--- src/rtl/smash_pkg.sv ---
// smash_pkg: definitions shared by the damage arbiter slice.
//   - issue-sequencer state encoding
//   - percent width, saturation ceiling and invulnerability length defaults
//   - attack vector bit positions
//   - saturating percent adder
package smash_pkg;

  localparam int PCT_W             = 10;
  localparam int MAX_PCT_DEF       = 999;
  localparam int INVULN_CYCLES_DEF = 60;

  // Attack vector bit positions
  localparam int ATK_CONTACT   = 0;
  localparam int ATK_A         = 5;
  localparam int ATK_UP_B      = 6;
  localparam int ATK_DOWN_B    = 7;
  localparam int ATK_SIDE_B_LO = 8;
  localparam int ATK_SIDE_B_HI = 9;
  localparam int ATK_B         = 10;

  typedef enum logic [1:0] {
    ST_IDLE  = 2'd0,
    ST_ISSUE = 2'd1,
    ST_APPLY = 2'd2
  } state_e;

  // Saturating add of a 32-bit damage value onto a percent.
  // Any damage at or above the ceiling saturates outright, so the upper
  // damage bits never need to enter the adder; the low bits are summed
  // one bit wider than a percent so the carry is seen by the clamp.
  function automatic logic [PCT_W-1:0] pct_add(
    input logic [PCT_W-1:0] pct,
    input logic [31:0]      dmg,
    input logic [PCT_W-1:0] max_pct
  );
    logic [PCT_W:0] sum;
    sum = {1'b0, pct} + {1'b0, dmg[PCT_W-1:0]};
    if (dmg >= {{(32-PCT_W){1'b0}}, max_pct}) begin
      pct_add = max_pct;
    end else if (sum > {1'b0, max_pct}) begin
      pct_add = max_pct;
    end else begin
      pct_add = sum[PCT_W-1:0];
    end
  endfunction

endpackage

--- src/rtl/rr_arbiter2.sv ---
// rr_arbiter2: two-requester round-robin arbiter.
//   i_clock   system clock
//   i_reset_n asynchronous active-low reset (pointer -> requester 0)
//   i_en      arbitration allowed this cycle
//   i_req     request vector, bit i = requester i
//   o_gnt     one-hot grant, valid in the same cycle as i_req/i_en
// With both requesting, the pointer's requester wins; a lone requester
// always wins. The pointer moves to the other requester on every grant.
module rr_arbiter2 (
  input  logic       i_clock,
  input  logic       i_reset_n,
  input  logic       i_en,
  input  logic [1:0] i_req,
  output logic [1:0] o_gnt
);

  logic r_ptr;

  // Grant selection
  always_comb begin
    o_gnt = 2'b00;
    if (!i_en) begin
      o_gnt = 2'b00;
    end else if (i_req == 2'b11) begin
      o_gnt = r_ptr ? 2'b10 : 2'b01;
    end else begin
      o_gnt = i_req;
    end
  end

  // Pointer moves to the player that was not just granted
  always_ff @(posedge i_clock or negedge i_reset_n) begin
    if (!i_reset_n) begin
      r_ptr <= 1'b0;
    end else if (o_gnt[0]) begin
      r_ptr <= 1'b1;
    end else if (o_gnt[1]) begin
      r_ptr <= 1'b0;
    end else begin
      r_ptr <= r_ptr;
    end
  end

endmodule

--- src/rtl/damage_arbiter.sv ---
// damage_arbiter: shares the damage coprocessor between two players and
// accumulates each player's damage percent.
//   i_clock, i_reset_n        clock, asynchronous active-low reset
//   i_req0/1, i_attack0/1     attack requests (held until ack) and vectors
//   o_ack0/1                  one-cycle grant acknowledge
//   o_cop_attack, i_cop_damage coprocessor attack out / damage back (1 cycle)
//   i_clear0/1                stock lost: zero percent and invulnerability
//   o_pct0/1, o_invuln0/1     damage percent and invulnerability per player
//   o_hit_valid/target/amount one-cycle report of applied damage
// Player i's attack always lands on player 1-i.
module damage_arbiter
  import smash_pkg::*;
#(
  parameter int MAX_PCT       = MAX_PCT_DEF,
  parameter int INVULN_CYCLES = INVULN_CYCLES_DEF
) (
  input  logic             i_clock,
  input  logic             i_reset_n,
  input  logic             i_req0,
  input  logic             i_req1,
  input  logic [31:0]      i_attack0,
  input  logic [31:0]      i_attack1,
  output logic             o_ack0,
  output logic             o_ack1,
  output logic [31:0]      o_cop_attack,
  input  logic [31:0]      i_cop_damage,
  input  logic             i_clear0,
  input  logic             i_clear1,
  output logic [PCT_W-1:0] o_pct0,
  output logic [PCT_W-1:0] o_pct1,
  output logic             o_invuln0,
  output logic             o_invuln1,
  output logic             o_hit_valid,
  output logic             o_hit_target,
  output logic [7:0]       o_hit_amount
);

  localparam int                     CNT_W     = $clog2(INVULN_CYCLES + 1);
  localparam logic [CNT_W-1:0]       CNT_LOAD  = CNT_W'(INVULN_CYCLES);
  localparam logic [CNT_W-1:0]       CNT_ONE   = CNT_W'(1);
  localparam logic [CNT_W-1:0]       CNT_ZERO  = {CNT_W{1'b0}};
  localparam logic [PCT_W-1:0]       MAX_PCT_L = PCT_W'(MAX_PCT);

  state_e           r_state, w_state_nxt;
  logic [1:0]       w_gnt;
  logic [1:0]       w_clear;
  logic             r_tgt, w_tgt_nxt;
  logic [1:0]       r_ack, w_ack_nxt;
  logic [31:0]      r_cop_attack, w_cop_nxt;
  logic             w_hit;
  logic [7:0]       w_hit_amt;
  logic             r_hit_valid, r_hit_tgt;
  logic [7:0]       r_hit_amt;
  logic [PCT_W-1:0] r_pct [2];
  logic [PCT_W-1:0] w_pct_nxt [2];
  logic [CNT_W-1:0] r_cnt [2];
  logic [CNT_W-1:0] w_cnt_nxt [2];
  logic [1:0]       r_invuln;

  assign w_clear   = {i_clear1, i_clear0};
  assign w_hit_amt = (i_cop_damage > 32'd255) ? 8'd255 : i_cop_damage[7:0];

  rr_arbiter2 u_rr (
    .i_clock   (i_clock),
    .i_reset_n (i_reset_n),
    .i_en      (r_state == ST_IDLE),
    .i_req     ({i_req1, i_req0}),
    .o_gnt     (w_gnt)
  );

  // Sequencer state register
  always_ff @(posedge i_clock or negedge i_reset_n) begin
    if (!i_reset_n) begin
      r_state <= ST_IDLE;
    end else begin
      r_state <= w_state_nxt;
    end
  end

  // Sequencer next state: IDLE -> ISSUE on a grant, then APPLY, then IDLE
  always_comb begin
    w_state_nxt = r_state;
    case (r_state)
      ST_IDLE: begin
        if (w_gnt != 2'b00) begin
          w_state_nxt = ST_ISSUE;
        end else begin
          w_state_nxt = ST_IDLE;
        end
      end
      ST_ISSUE: w_state_nxt = ST_APPLY;
      ST_APPLY: w_state_nxt = ST_IDLE;
      default:  w_state_nxt = ST_IDLE;
    endcase
  end

  // Sequencer outputs: next ack / coprocessor vector / target, hit decision
  always_comb begin
    w_ack_nxt = 2'b00;
    w_cop_nxt = 32'd0;
    w_tgt_nxt = r_tgt;
    w_hit     = 1'b0;
    case (r_state)
      ST_IDLE: begin
        if (w_gnt[0]) begin
          w_ack_nxt = 2'b01;
          w_cop_nxt = i_attack0;
          w_tgt_nxt = 1'b1;
        end else if (w_gnt[1]) begin
          w_ack_nxt = 2'b10;
          w_cop_nxt = i_attack1;
          w_tgt_nxt = 1'b0;
        end else begin
          w_tgt_nxt = r_tgt;
        end
      end
      ST_ISSUE: w_hit = 1'b0;
      ST_APPLY: w_hit = (i_cop_damage != 32'd0) && !r_invuln[r_tgt];
      default:  w_hit = 1'b0;
    endcase
  end

  // Per-player percent and invulnerability next values; clear beats a hit
  always_comb begin
    for (int p = 0; p < 2; p++) begin
      w_pct_nxt[p] = r_pct[p];
      w_cnt_nxt[p] = r_cnt[p];
      if (w_clear[p]) begin
        w_pct_nxt[p] = {PCT_W{1'b0}};
        w_cnt_nxt[p] = CNT_ZERO;
      end else if (w_hit && (r_tgt == 1'(p))) begin
        w_pct_nxt[p] = pct_add(r_pct[p], i_cop_damage, MAX_PCT_L);
        w_cnt_nxt[p] = CNT_LOAD;
      end else if (r_cnt[p] != CNT_ZERO) begin
        w_cnt_nxt[p] = r_cnt[p] - CNT_ONE;
      end else begin
        w_cnt_nxt[p] = CNT_ZERO;
      end
    end
  end

  // Output and datapath registers
  always_ff @(posedge i_clock or negedge i_reset_n) begin
    if (!i_reset_n) begin
      r_tgt        <= 1'b0;
      r_ack        <= 2'b00;
      r_cop_attack <= 32'd0;
      r_hit_valid  <= 1'b0;
      r_hit_tgt    <= 1'b0;
      r_hit_amt    <= 8'd0;
      r_invuln     <= 2'b00;
      for (int p = 0; p < 2; p++) begin
        r_pct[p] <= {PCT_W{1'b0}};
        r_cnt[p] <= CNT_ZERO;
      end
    end else begin
      r_tgt        <= w_tgt_nxt;
      r_ack        <= w_ack_nxt;
      r_cop_attack <= w_cop_nxt;
      r_hit_valid  <= w_hit;
      if (w_hit) begin
        r_hit_tgt <= r_tgt;
        r_hit_amt <= w_hit_amt;
      end else begin
        r_hit_tgt <= r_hit_tgt;
        r_hit_amt <= 8'd0;
      end
      for (int p = 0; p < 2; p++) begin
        r_pct[p]    <= w_pct_nxt[p];
        r_cnt[p]    <= w_cnt_nxt[p];
        r_invuln[p] <= (w_cnt_nxt[p] != CNT_ZERO);
      end
    end
  end

  assign o_ack0       = r_ack[0];
  assign o_ack1       = r_ack[1];
  assign o_cop_attack = r_cop_attack;
  assign o_pct0       = r_pct[0];
  assign o_pct1       = r_pct[1];
  assign o_invuln0    = r_invuln[0];
  assign o_invuln1    = r_invuln[1];
  assign o_hit_valid  = r_hit_valid;
  assign o_hit_target = r_hit_tgt;
  assign o_hit_amount = r_hit_amt;

endmodule
--- config.mk ---
export PLATFORM = sky130hd
export DESIGN_NAME = damage_arbiter
export DESIGN_NICKNAME = d
export VERILOG_FILES = /design/src/rtl/smash_pkg.sv /design/src/rtl/rr_arbiter2.sv /design/src/rtl/damage_arbiter.sv
export SDC_FILE = /design/constraint.sdc
export NUM_CORES = 1
export LEC_CHECK = 0
export CORE_ASPECT_RATIO = 1.25
export CORE_UTILIZATION = 40
export CTS_CLUSTER_SIZE = 40
export DETAILED_ROUTE_END_ITERATION = 8
export PLACE_DENSITY = 0.77
export SLEW_MARGIN = 20
export SYNTH_ARGS = -nofsm -noshare
export SYNTH_HDL_FRONTEND = slang
export SYNTH_SLANG_ARGS = --single-unit
--- constraint.sdc ---
create_clock -name i_clock -period 2.5 [get_ports i_clock]
set_input_delay 0.625 -clock i_clock [delete_from_list [all_inputs] [get_ports i_clock]]
set_output_delay 0.625 -clock i_clock [all_outputs]
set_load 0.05 [all_outputs]
# Word level (Yosys, flattened, before mapping)
# Index checks and enable logic that the tools add are counted.
# totals
ff_bits,82
in_bits,102
output_inout_bits,66
wordCells,72
# op_classes
n_addsub,4
magnitude_cmp,5
eq_ne,3
n_mux,32
bitwise,1
n_reduce_logical,14
# ops
operator,count
32-bit 2-to-1 mux,3
10-bit 2-to-1 mux,8
6-bit 2-to-1 mux,6
"32-bit by 10-bit greater-or-equal comparator with 1-bit output, second input constant",1
"32-bit by 8-bit greater-than comparator with 1-bit output, second input constant",1
32-bit nonzero test,1
6-bit nonzero test,4
10-bit by 10-bit adder with 11-bit output,2
"11-bit by 10-bit greater-than comparator with 1-bit output, second input constant",2
8-bit 2-to-1 mux,2
2-bit 2-to-1 mux,6
"6-bit by 1-bit subtractor with 6-bit output, second input constant",2
1-bit 2-to-1 mux,6
2-bit nonzero test,3
"2-bit equality test, second input constant",2
2-bit one-hot mux with 2 select lines,1
1-bit logical AND,3
"2-bit by 1-bit equality test with 1-bit output, second input constant",1
2-bit zero test,1
"1-bit by 2-bit < comparator with 1-bit output, second input constant",1
2-bit AND reduction,1
1-bit zero test,1
1-bit NOT,1

# Logic depth before layout (Yosys ltp)
# Gate-level depths: netlist of run 1.
# depth
word_depth,9
ltp_mapped,10
depth_no_buf,10

# By module
# A second synthesis of run 1 with hierarchy kept.
# unflattened
hier_cells,406
hier_area_um2,4290.4
# modules_own_cells
mod,instances,cells_per_inst,area_per_inst_um2,seq_area_each_um2
damage_arbiter,1,398,4229.1,2026.9
rr_arbiter2,1,8,61.3,25.0

# Worst setup path before layout of run 1
# No wires, ideal clock.
# synth_timing
kind,reg2reg
start,register r_pct (netlist bit o_pct0[0])
end,register r_pct (netlist bit o_pct0[0])
setup_time_ps,126
arrival_time_ps,2780
required_ps,2374
setup_slack_ps,-406
path_stages_with_launch,11
path_buffers,0
synth_period_minus_slack_ps,2906
cell_sequence,dfrtp_1 ha_1 inv_1 fa_1 nor2b_4 o21bai_4 a21boi_2 o311a_1 o21a_1 or4b_4 o31a_2
# synth_between
elab_chain_len,6
# synth_lines
item,line,rtl
start: declaration,damage_arbiter.sv:54,logic [PCT_W-1:0] r_pct [2];
start signal: indexed assignment,damage_arbiter.sv:153,r_pct[p] <= {PCT_W{1'b0}};
start signal: indexed assignment,damage_arbiter.sv:169,r_pct[p] <= w_pct_nxt[p];
10-bit by 10-bit adder with 11-bit output (*),smash_pkg.sv:37,"sum = {1'b0, pct} + {1'b0, dmg[PCT_W-1:0]};"
11-bit by 10-bit greater-than comparator with 1-bit output,smash_pkg.sv:40,"end else if (sum > {1'b0, max_pct}) begin"
10-bit 2-to-1 mux (*),smash_pkg.sv:40,
10-bit 2-to-1 mux (*),smash_pkg.sv:38,"if (dmg >= {{(32-PCT_W){1'b0}}, max_pct}) begin"
10-bit 2-to-1 mux (*),damage_arbiter.sv:131,end else if (w_hit && (r_tgt == 1'(p))) begin
10-bit 2-to-1 mux (*),damage_arbiter.sv:128,if (w_clear[p]) begin
# Every way passes the cells marked *; elsewhere a longest branch is shown, timed or not. The select of a mux whose other input is x is not followed.
# A chain may end at the register's enable or synchronous reset.

# Final worst setup path of run 1
# layout_timing
start,input port i_cop_damage[5]
end,register r_pct (netlist bit o_pct1[4])
# layout_between
elab_chain_len,6
elab_cells_between_ends,12
classes_between,1 x add/sub; 2 x order compare; 5 x mux; 4 x reduce/logical
# layout_lines
item,line,rtl
start: declaration,damage_arbiter.sv:26,"input logic [31:0] i_cop_damage,"
10-bit by 10-bit adder with 11-bit output,smash_pkg.sv:37,
11-bit by 10-bit greater-than comparator with 1-bit output,smash_pkg.sv:40,
10-bit 2-to-1 mux,smash_pkg.sv:40,
10-bit 2-to-1 mux,smash_pkg.sv:38,
10-bit 2-to-1 mux,damage_arbiter.sv:131,
10-bit 2-to-1 mux,damage_arbiter.sv:128,
# Several ways; a longest one is shown, not always the timed one. The select of a mux whose other input is x is not followed.

==> results of run 1 <==
where the power goes:
part,internal [µW],switching (µW),leakage [µW]
combinational,1680,2360,0.00229
clock,910,538,0.000157
sequential,1730,265,0.00108
placed cells by master (no fill, tap or decap), types with 3 or more instances in the layout:
cell type	n
clkdlybuf4s50_1	141
buf_4	91
dfrtp_1	78
a22o_1	31
nor2_1	30
inv_1	19
nand2_1	17
dlymetal6s2s_1	17
a21oi_1	16
ha_1	13
nor3_1	12
xnor2_1	12
o21ai_0	11
a21o_1	10
ha_4	9
clkbuf_16	9
a211oi_1	8
buf_6	8
a31oi_1	7
o21a_1	7
xor2_1	6
o22ai_1	5
nor4_2	4
nand3b_1	4
nor2b_1	4
a211oi_2	4
o211ai_1	4
a21oi_2	4
dlygate4sd2_1	4
dfrtp_2	4
inv_2	3
nand4_1	3
nand2b_1	3
o21bai_1	3
and3_1	3
worst max-delay path, stage by stage:
cell	delay [ns]
dlygate4sd2_1	0.26
buf_4	0.16
ha_1	0.36
a21oi_2	0.26
nand2_2	0.12
buf_4	0.16
o31ai_4	0.24
xor2_2	0.11
or3_4	0.38
a31o_4	0.24
layer usage:
| layer | wire, µm | global-route usage, % | share of wire (%) |
|---|---|---|---|
| met1 | 5520 | 28.9 | 36 |
| met2 | 8210 | 46.8 | 54 |
| met3 | 932 | 7.40 | 6.1 |
| met4 | 557 | 9.75 | 3.7 |
| met5 | 0 | 0 | 0 |
state kept, by name, summed over array words and instances (netlist names):
| name | cells |
|---|---|
| o_hit_target | 1 |
| r_state | 2 |
| o_pct1 | 10 |
| u_rr.r_ptr | 1 |
| r_invuln | 2 |
| o_pct0 | 10 |
| o_hit_valid | 1 |
| o_hit_amount | 8 |
| r_ack | 2 |
| r_tgt | 1 |
| r_cnt | 12 |
| o_cop_attack | 32 |
metrics by stage:
step | instances | hold slack (ns)
2_1_floorplan | 406 | 0.329
3_3_place_gp | 770 | 0.485
3_5_place_dp | 770 | 0.491
4_1_cts | 795 | 0.307
5_1_grt | 807 | 0.335
6_report | 807 | 0.290
final cells by class:
class / instances / area [µm²]
fill: 707 / 2940
multi-input combinational: 290 / 2530
timing repair buffer: 265 / 2460
sequential: 82 / 2060
clock buffer: 11 / 243
tap: 132 / 165
clock inverter: 5 / 85.1
inverter: 22 / 82.6
timing repair:
action / 4_1_cts / 5_1_grt
buffers inserted: 9 / 14
setup endpoints to repair: 24 / 34
gates resized for setup: 43 / 59
pin swaps: 26 / 33
kinds of logic (layout without fill, tap and decap cells):
group,after synthesis,count (layout),synth area share [%]
AOI/OAI and AO/OA,133,133,23.6
and+or+nand+nor,108,108,13.3
DFF,82,82,47.5
buffers and inverters,34,303,2.99
adders and majority gates,26,26,7.88
xor gates and xnor gates,21,21,4.26
muxes,2,2,0.464
worst max-delay path by stage:
stage	end	depth (start not counted)	start	slack, ns
floorplan	o_pct0[0]$_DFFE_PN0P_	10	i_cop_damage[0]	-0.30
global placement	o_pct0[0]$_DFFE_PN0P_	12	i_cop_damage[0]	-0.88
detailed placement	o_pct0[4]$_DFFE_PN0P_	12	i_cop_damage[0]	-0.95
CTS	o_pct0[4]$_DFFE_PN0P_	11	o_pct0[0]$_DFFE_PN0P_	-0.26
global route	o_pct0[4]$_DFFE_PN0P_	11	o_pct0[0]$_DFFE_PN0P_	-0.27
finish	o_pct1[4]$_DFFE_PN0P_	10	i_cop_damage[5]	-0.20
==> flow_summary.yaml, run 1 <==
sta:
  hold_viol: 0
  fin_crit_sh_pct: 108
  clock_skew_ns: 0.00705
  clock.fmax_ghz: 0.370
  fin_tns_setup_ns: -2.09
  worstMarginPinSlew_ns: 0.753
  setup_slack_ns: -0.205
  rsz0062_at_grt: "yes"
  slew_headroom_pct: 49.7
  slew_violations: 0
  period_needed_ns: 2.70
  setup_viol: 18
floorplanning:
  io_pins: 168
  die_h_um: 118
  initial_core_util_pct: 40.9
  rows: 42
  die-area_um2: 11200
  core_area_um2: 10600
  die_w_um: 94.9
grt:
  grt_max_degree: 47
  first_global_vias: 4702
  overflow: 0
  antenna_found_initial: 0
  grt_pass1_wl_um: 22600
  grt.total_usage_pct: 26.2
routing:
  first_pass_iters: 6
  post_drt_via_cell_ratio: 5.52
  wl_per_cell_um: 18.8
  ant_nets: 0
  num_vias: 4453
  drtIter0Drc: 255
  wl_um: 15200
  drc: 0
cells_and_area:
  nNetsFinal: 798
  diodes: 0
  area_growth_pct: 76.6
  design_area_um2: 7620
  drive_gt1_share_pct: 28.1
  utilization_pct: 72.2
place:
  place.port_buffers: 167
  dp_slack_ns: -0.946
  hpwl_um: 10500
  placed_area_um2: 6740
  gp_congestion: 0.939
setup_path:
  critPathRequiredTime_ns: 2.73
  end_kind: "flop"
  reg2reg_setup_slack_ns: -0.20
  r2r-end: "o_pct0[4]$_DFFE_PN0P_"
  crit_path_start_kind: "input pin"
  crit_type: "in -> reg"
  arrival_ns: 2.93
  rr_worst_depth: 11
  r2r_start: "o_pct0[0]$_DFFE_PN0P_"
  cp_max_fo: 5
logic_synthesis:
  synth_cells: 406
  synth_area_per_cell_um2: 10.6
  synth_ff_type: "dfrtp_1"
  syn-num-nets: 534
  yosys.area.top_type: "dfrtp_1"
  synth_edf_count: 0
  async_flop_share_pct: 100
  synth_common_cells: "dfrtp_1 (82), a22o_1 (31), nor2_1 (31), ha_1 (24), inv_1 (22)"
  synthTopCellsByArea: "dfrtp_1 (48%), ha_1 (7.0%), a22o_1 (6.3%), nor2_1 (2.7%), xnor2_1 (2.4%)"
  syn_area_um2: 4320
  yosys_warnings: 0
  yosysMostFrequentCell: "dfrtp_1"
  yosysSeqAreaShare_pct: 47.5
  synth_top_area_share_pct: 47.5
  ys_types: 57
  ys_ff_latch: 82
worst_hold_path:
  holdCritPathClass: "in -> async"
cts:
  cts-hold-fix-buffers: 0
  numClockSinks: 82
  cts_root_buf: "clkbuf_16"
  cts_max_level: 3
  numCtsBuffers: 9
  clock_latency_ns: 0.34
  cts_tree: "done"
  cts_buffer_depth: 2
  clk_pin_slew_ns: 0.06
outcome:
  violations: "negative setup slack"
  status: "complete, but fails checks"
power_and_ir_drop:
  ir_drop_uv: 574
  p_total_uw: 7480
  powerDensity_nw_per_um2: 982
  leakage_uw: 0.00353
job:
  cap_violations: 0
No activity file was read; power rests on OpenSTA's default activity.
==> run 2, diff against run 1 <==
--- a/config.mk
+++ b/config.mk
@@ -7,6 +7,7 @@
 export LEC_CHECK = 0
 export CORE_ASPECT_RATIO = 1.25
 export CORE_UTILIZATION = 40
+export CTS_CLUSTER_DIAMETER = 200
 export CTS_CLUSTER_SIZE = 40
 export DETAILED_ROUTE_END_ITERATION = 8
 export PLACE_DENSITY = 0.77
==> results of run 2 <==
The final DEF is identical to that of run 1; final timing and power are the same.
